## config.mk

```make
export PLATFORM = sky130hd
export DESIGN_NAME = scan_decoder
export DESIGN_NICKNAME = d
export VERILOG_FILES = /design/src/rtl/scan_decoder.sv
export SDC_FILE = /design/constraint.sdc
export NUM_CORES = 1
export LEC_CHECK = 0
export ABC_CLOCK_PERIOD_IN_PS = 2110
export CORE_AREA = 5 5 42 44
export DETAILED_ROUTE_END_ITERATION = 10
export DIE_AREA = 0 0 47 49
export HOLD_SLACK_MARGIN = 0.05
export PLACE_DENSITY = 0.67
export SLEW_MARGIN = 20
export SYNTH_ARGS = -nofsm -noshare
export SYNTH_HDL_FRONTEND = slang
export SYNTH_SLANG_ARGS = --single-unit
export TNS_END_PERCENT = 30
```

## constraint.sdc

```tcl
create_clock -name clk -period 2.11 [get_ports clk]
set_input_delay 0.422 -clock clk [delete_from_list [all_inputs] [get_ports clk]]
set_output_delay 0.422 -clock clk [all_outputs]
set_load 0.01 [all_outputs]
```

## src/rtl/scan_decoder.sv

```systemverilog
// scan_decoder
//   Registered 1-of-OUTS decoder with two sources for the selected output:
//   the sel input directly (mode=0) or an internal scan index (mode=1) that
//   can be loaded from sel and stepped up or down with wrap-around.
//
// Parameters
//   N          select/index width, 1..6; OUTS = 2**N outputs
//   ACTIVE_LOW 1 inverts every bit of y at the port
//
// Ports
//   clk    in   1     rising-edge clock
//   rst_n  in   1     asynchronous active-low reset
//   en     in   1     output enable; 0 forces y inactive
//   mode   in   1     0 = decode sel, 1 = decode scan index
//   sel    in   N     direct select value / scan load value
//   load   in   1     scan: idx <= sel (wins over step)
//   step   in   1     scan: advance idx by one per cycle
//   dir    in   1     step direction, 0 = up, 1 = down
//   y      out  OUTS  one-hot decode, bit k = logical output k+1
//   idx    out  N     current scan index
//   wrap   out  1     one-cycle pulse when a step wraps the index
module scan_decoder #(
  parameter int N          = 2,
  parameter bit ACTIVE_LOW = 1'b0
) (
  input  logic                clk,
  input  logic                rst_n,
  input  logic                en,
  input  logic                mode,
  input  logic [N-1:0]        sel,
  input  logic                load,
  input  logic                step,
  input  logic                dir,
  output logic [(1<<N)-1:0]   y,
  output logic [N-1:0]        idx,
  output logic                wrap
);

  localparam int OUTS = 1 << N;
  localparam logic [N-1:0] IDX_ONE = 1;
  localparam logic [N-1:0] IDX_MAX = '1;
  localparam logic [N-1:0] IDX_MIN = '0;

  typedef enum logic [1:0] {
    IDLE   = 2'd0,
    DIRECT = 2'd1,
    SCAN   = 2'd2
  } state_t;

  state_t          state_q, state_d;
  logic [N-1:0]    idx_q, idx_d;
  logic [N-1:0]    sel_q, sel_d;
  logic            wrap_q, wrap_d;
  logic [OUTS-1:0] y_logic;

  // Next state depends only on the current inputs; the state register then
  // selects which registered value (captured sel or scan index) drives y.
  always_comb begin
    state_d = IDLE;
    if (en) begin
      state_d = mode ? SCAN : DIRECT;
    end
  end

  // Scan index: only moves when enabled in scan mode; load beats step and
  // never raises wrap, even when loading 0 or OUTS-1.
  always_comb begin
    idx_d  = idx_q;
    wrap_d = 1'b0;
    if (en && mode) begin
      if (load) begin
        idx_d = sel;
      end else if (step) begin
        if (dir) begin
          idx_d  = idx_q - IDX_ONE;
          wrap_d = (idx_q == IDX_MIN);
        end else begin
          idx_d  = idx_q + IDX_ONE;
          wrap_d = (idx_q == IDX_MAX);
        end
      end
    end
  end

  // Direct select is captured every enabled direct-mode cycle so the decode
  // below only ever sees registered values (one cycle of latency).
  always_comb begin
    sel_d = sel_q;
    if (en && !mode) begin
      sel_d = sel;
    end
  end

  always_ff @(posedge clk or negedge rst_n) begin
    if (!rst_n) begin
      state_q <= IDLE;
      idx_q   <= '0;
      sel_q   <= '0;
      wrap_q  <= 1'b0;
    end else begin
      state_q <= state_d;
      idx_q   <= idx_d;
      sel_q   <= sel_d;
      wrap_q  <= wrap_d;
    end
  end

  // Decode from registered state only: a single index feeds the decoder, so
  // y is one-hot or all-zero by construction. Reset forces IDLE at once,
  // which clears y asynchronously.
  always_comb begin
    y_logic = '0;
    case (state_q)
      DIRECT:  y_logic[sel_q] = 1'b1;
      SCAN:    y_logic[idx_q] = 1'b1;
      default: y_logic = '0;
    endcase
  end

  assign y    = ACTIVE_LOW ? ~y_logic : y_logic;
  assign idx  = idx_q;
  assign wrap = wrap_q;

endmodule

```

### Word-level counts from Yosys, hierarchy flattened

Index checks and enable logic that the tools add are counted.

| operators by class | value |
|---|---|
| $add $sub $neg | 2 |
| $mul | 0 |
| divide/modulo/power cells | 0 |
| order comparisons | 4 |
| equality and inequality tests | 3 |
| shifts and indexed selects | 0 |
| muxes and demuxes | 14 |
| bitwise operators | 0 |
| reductions and logical operators | 8 |

Operators by type and width:

| cell | count |
|---|---|
| $mux 2 | 5 |
| $pmux 4 s2 | 1 |
| $lt 2x3->1 const B | 2 |
| $mux 1 | 6 |
| $demux 1 s2 | 2 |
| $eq 2x2->1 const B | 2 |
| $ge 2x1->1 const B | 2 |
| $logic_and 1x1->1 | 4 |
| $add 2x1->2 const B | 1 |
| $eq 2x1->1 const B | 1 |
| $logic_not 2->1 | 1 |
| $reduce_and 2->1 | 1 |
| $reduce_bool 2->1 | 1 |
| $sub 2x1->2 const B | 1 |
| $logic_not 1->1 | 1 |

| word-level totals | value |
|---|---|
| flip-flop bits (word level) | 7 |
| latch bits | 0 |
| memory bits (writable) | 0 |
| memory bits (read-only) | 0 |
| bits of input ports | 9 |
| output and inout bits | 7 |
| word-level logic and storage cells | 35 |
| memories kept | 0 |

### Longest topological paths before layout

| logic depth | value |
|---|---|
| word-level depth | 5 |
| gate-level depth with buffers | 5 |
| depth with buffers taken out | 5 |

### Least setup slack after synthesis

Ideal clock, no wire load.

| timing | value |
|---|---|
| kind | reg-to-output |
| start | register state_q[1] |
| end | output y[0] |
| arrival time | 1,140 ps |
| data required time | 1,688 ps |
| slack | 548 ps |
| stages on the path, launching flop included | 5 |
| path buffers | 0 |
| path through | dfrtp_1 -> inv_1 -> ha_1 -> or3b_1 -> a21oi_1 |

| between the ends | value |
|---|---|
| cells in the longest elaborated chain, start to end | 2 |
| elaborated cells between the ends (all ways) | 3 |
| those cells by class | eq/ne: 2; mux: 1 |

RTL lines:

| element | RTL line | text |
|---|---|---|
| from (decl) | 50 | `state_t state_q, state_d;` |
| from (signal assigned) | 101 | `state_q <= state_d;` |
| $eq 2x2->1 or $eq 2x1->1 (tied branches) | 113 | `case (state_q)` |
| $pmux 4 s2 * | 113 |  |
| to (decl) | 34 | `output logic [(1<<N)-1:0] y,` |

Every way passes the cells marked *; elsewhere a longest branch is shown, timed or not.

### Worst setup path in the final report

| timing | value |
|---|---|
| start | register state_q[1] |
| end | output y[2] |

The elaborated chain is that of the path after synthesis.

==> impl_results.md <==
- Rows: 14
- CP Capture Type: primary output
- Sw Pwr: 0.125 mW
- Avg Cell Area, Syn: 9.93 sq um
- Clk_skew: 0.0000520 ns
- Post-Syn Instances: 46
- R2r worst-path depth: 3
- Beginning of the worst register-to-register path: idx[0]
- Post-route ant nets: 0
- Vias in the first global route: 356
- Clk_lat worst skew: 0.24 ns
- Leak pwr: 0.276 nW
- Worst EP arrival: 1.49 ns
- Area growth syn-to-layout: 40.3%
- Die Wd: 47 um
- First-pass GRT wire length: 1460 um
- #FFs+latches synth: 7
- Top Ports: 16
- Initial DRC Count: 9
- Min-delay worst type: in2async
- Initial antenna violation count: 0
- Count of input and output buffers: 15
- Max FO, Critical Path: 4
- Clock H-tree levels: 1
- Most used DFF post-synth: dfrtp_1
- Most common cell after layout, fill and taps aside: clkdlybuf4s50_1
- CTS tree: yes
- Detailed Place HPWL: 736 um
- # setup viols final: 0
- Starting density of the core: 32.6%
- Largest net degree at the start of global routing: 11
- Diodes inserted: 0
- Routability cong.: 0.862
- Setup Crit Path Kind: reg2out
- Slew Limit Fails: 0
- Crit path time final: 1.91 ns
- Postcts setup bufs: 0
- Synth warnings: 0
- Status: completed
- Worst r2r dst: idx[1]
- Clock share of power: 27.4%
- CP max-delay cell: dfrtp_1
- Async set-reset flop share out of synthesis: 100%
- Share of layout cells above drive strength 1: 21.5%
- Post-synthesis cell type count: 23
- Mapped Area: 457 sq um
- Worst Tran Pin Value: 0.343 ns
- Fmax: 522 MHz
- Internal power: 0.300 mW
- Fin. Hold Viols: 0
- Number of flops mapped to enable cells by yosys: 0
- Vias: 412
- Synth area leader: dfrtp_1
- Seq/Total Area, Yosys: 38.4%
- Vias per std cell: 5.09
- Die Y: 49 um
- # clock sinks: 7
- Post-Route WL: 870 um
- Maximum capacitance violations: 0
- Setup crit start kind: register
- Clock root buffer: clkbuf_4
- Top area cells in the synthesized netlist: dfrtp_1 (38%), a21oi_1 (5.5%), ha_1 (5.5%)
- Slowest stage delay, CP: 0.37 ns
- Nets@finish: 77
- R2r setup slk: 0.95 ns
- GRT Residual Overflow: 0
- Wire per inst: 10.7 um
- TritonCTS Buffers: 3
- Req. time, crit path: 1.69 ns
- Worst path cell trace: inv_1 -> ha_1 -> nand2_1 -> o22a_2 -> nor2_1 -> dlygate4sd2_1
- CTS Buffer Depth: 2
- Setup TNS: 0 ns
- DR DRC count: 0
- Global Route Usage Sum: 8.88%
- RSZ-0062 raised after global routing: no
- Combinational fraction of design power: 31.1%
- Synth top area share: 38.4%
- Switching share of power: 29.5%
- Die ar.: 0.00230 sq mm
- Max rail drop VDD: 271 uV
- Final period util: 90.7%
- Initial DRT Pass Iterations: 4
- Post-Route Utilization: 45.7%
- Syn nets: 57
- Slew headroom: 77.2%
- Pwr/cell area: 664 mW/mm^2
- Post-CTS Hold Fix Bufs: 0
- # fillers: 159
- Clock slew at reported path FFs: 0.05 ns
- Core Area: 0.00140 sq mm
- Most frequent cells in the layout: clkdlybuf4s50_1 (11), dfrtp_1 (7), nand3_1 (5), a21oi_1 (5), inv_1 (4)
- Share of power burned in registers: 41.5%
logic make-up after synthesis:
family / synth area share, %
muxes: 7.12
DFF: 38.4
buffers and inverters: 5.75
xor gates and xnor gates: 3.56
adders and majority gates: 5.48
and+or+nand+nor: 26.6
AOI/OAI and AO/OA: 13.1
final cells by class:
type | instances | area, sq um | area share [%]
Multi-Input combinational cell | 34 | 255 | 39.8
Timing Repair Buffer | 16 | 149 | 23.2
Inverter | 4 | 15.0 | 2.34
Sequential cell | 7 | 175 | 27.3
Clock buffer | 4 | 26.3 | 4.10
Tap cell | 16 | 20.0 | 3.13
cell usage after synthesis (all sizes together) (2+ instances only):
master  number
mux2         2
a21oi        5
nand3b       2
dfrtp        7
inv          4
nand3        5
nor2         2
o22ai        2
ha           2
nand2        2
state kept, by name, summed over array words and instances (netlist names):
signal   count
state_q      2
wrap         1
idx          2
sel_q        2
layer usage:
| layer | vias up | track usage, % | wire length (um) |
|---|---|---|---|
| met3 | 0 | 4.43 | 80 |
| li1 | 201 | - | - |
| met1 | 198 | 10.4 | 350 |
| met4 | 0 | 5.53 | 0 |
| met5 | - | 0 | 0 |
| met2 | 13 | 12.4 | 440 |
how the worst max path moves through the flow:
| stage | start | end | slack [ns] | cells after the start |
|---|---|---|---|---|
| 2_1_floorplan | state_q[1] | y[0] | 0.55 | 4 |
| 6_report | state_q[1] | y[2] | 0.20 | 6 |
| 3_5_place_dp | state_q[1] | y[0] | 0.07 | 5 |
| 3_3_place_gp | state_q[1] | y[0] | 0.1 | 5 |
| 4_1_cts | state_q[1] | y[0] | 0.07 | 5 |
| 5_1_grt | state_q[1] | y[2] | 0.07 | 6 |
stage by stage:
| stage | setup slack [ns] | hold slack, ns | cell area, sq um | std cells | total power [mW] |
|---|---|---|---|---|---|
| floorplan | 0.548 | 0.126 | 457 | 46 | 0.255 |
| global placement | 0.0999 | 0.578 | 623 | 77 | 0.314 |
| detailed placement | 0.0709 | 0.586 | 623 | 77 | 0.316 |
| CTS | 0.0746 | 0.430 | 644 | 81 | 0.434 |
| global route | 0.0688 | 0.438 | 641 | 81 | 0.460 |
| finish | 0.195 | 0.426 | 641 | 81 | 0.425 |
power by group through the flow:
stage | logic (mW) | registers (mW) | clock network (mW)
final | 0.132 | 0.176 | 0.116
after global routing | 0.146 | 0.180 | 0.134
after CTS | 0.135 | 0.177 | 0.122
after detailed placement | 0.136 | 0.179 | 0
after global placement | 0.136 | 0.178 | 0
after floorplan | 0.0794 | 0.176 | 0
critical path, delay by kind of cell, from the launching register on:
kind,cells,cell delay [ns]
AND/OR/NAND/NOR,2,0.14
AO/OA/AOI/OAI,1,0.22
adder cells (fa/ha/maj),1,0.19
buffers and inverters,2,0.33
flip-flops,1,0.37
repair_timing:
action	in CTS	in global routing
endpoints found under the hold margin	0	0
endpoints found under the setup margin	4	1
resized for setup	4	2
cloned	0	0
No activity file was read; power rests on OpenSTA's default activity.
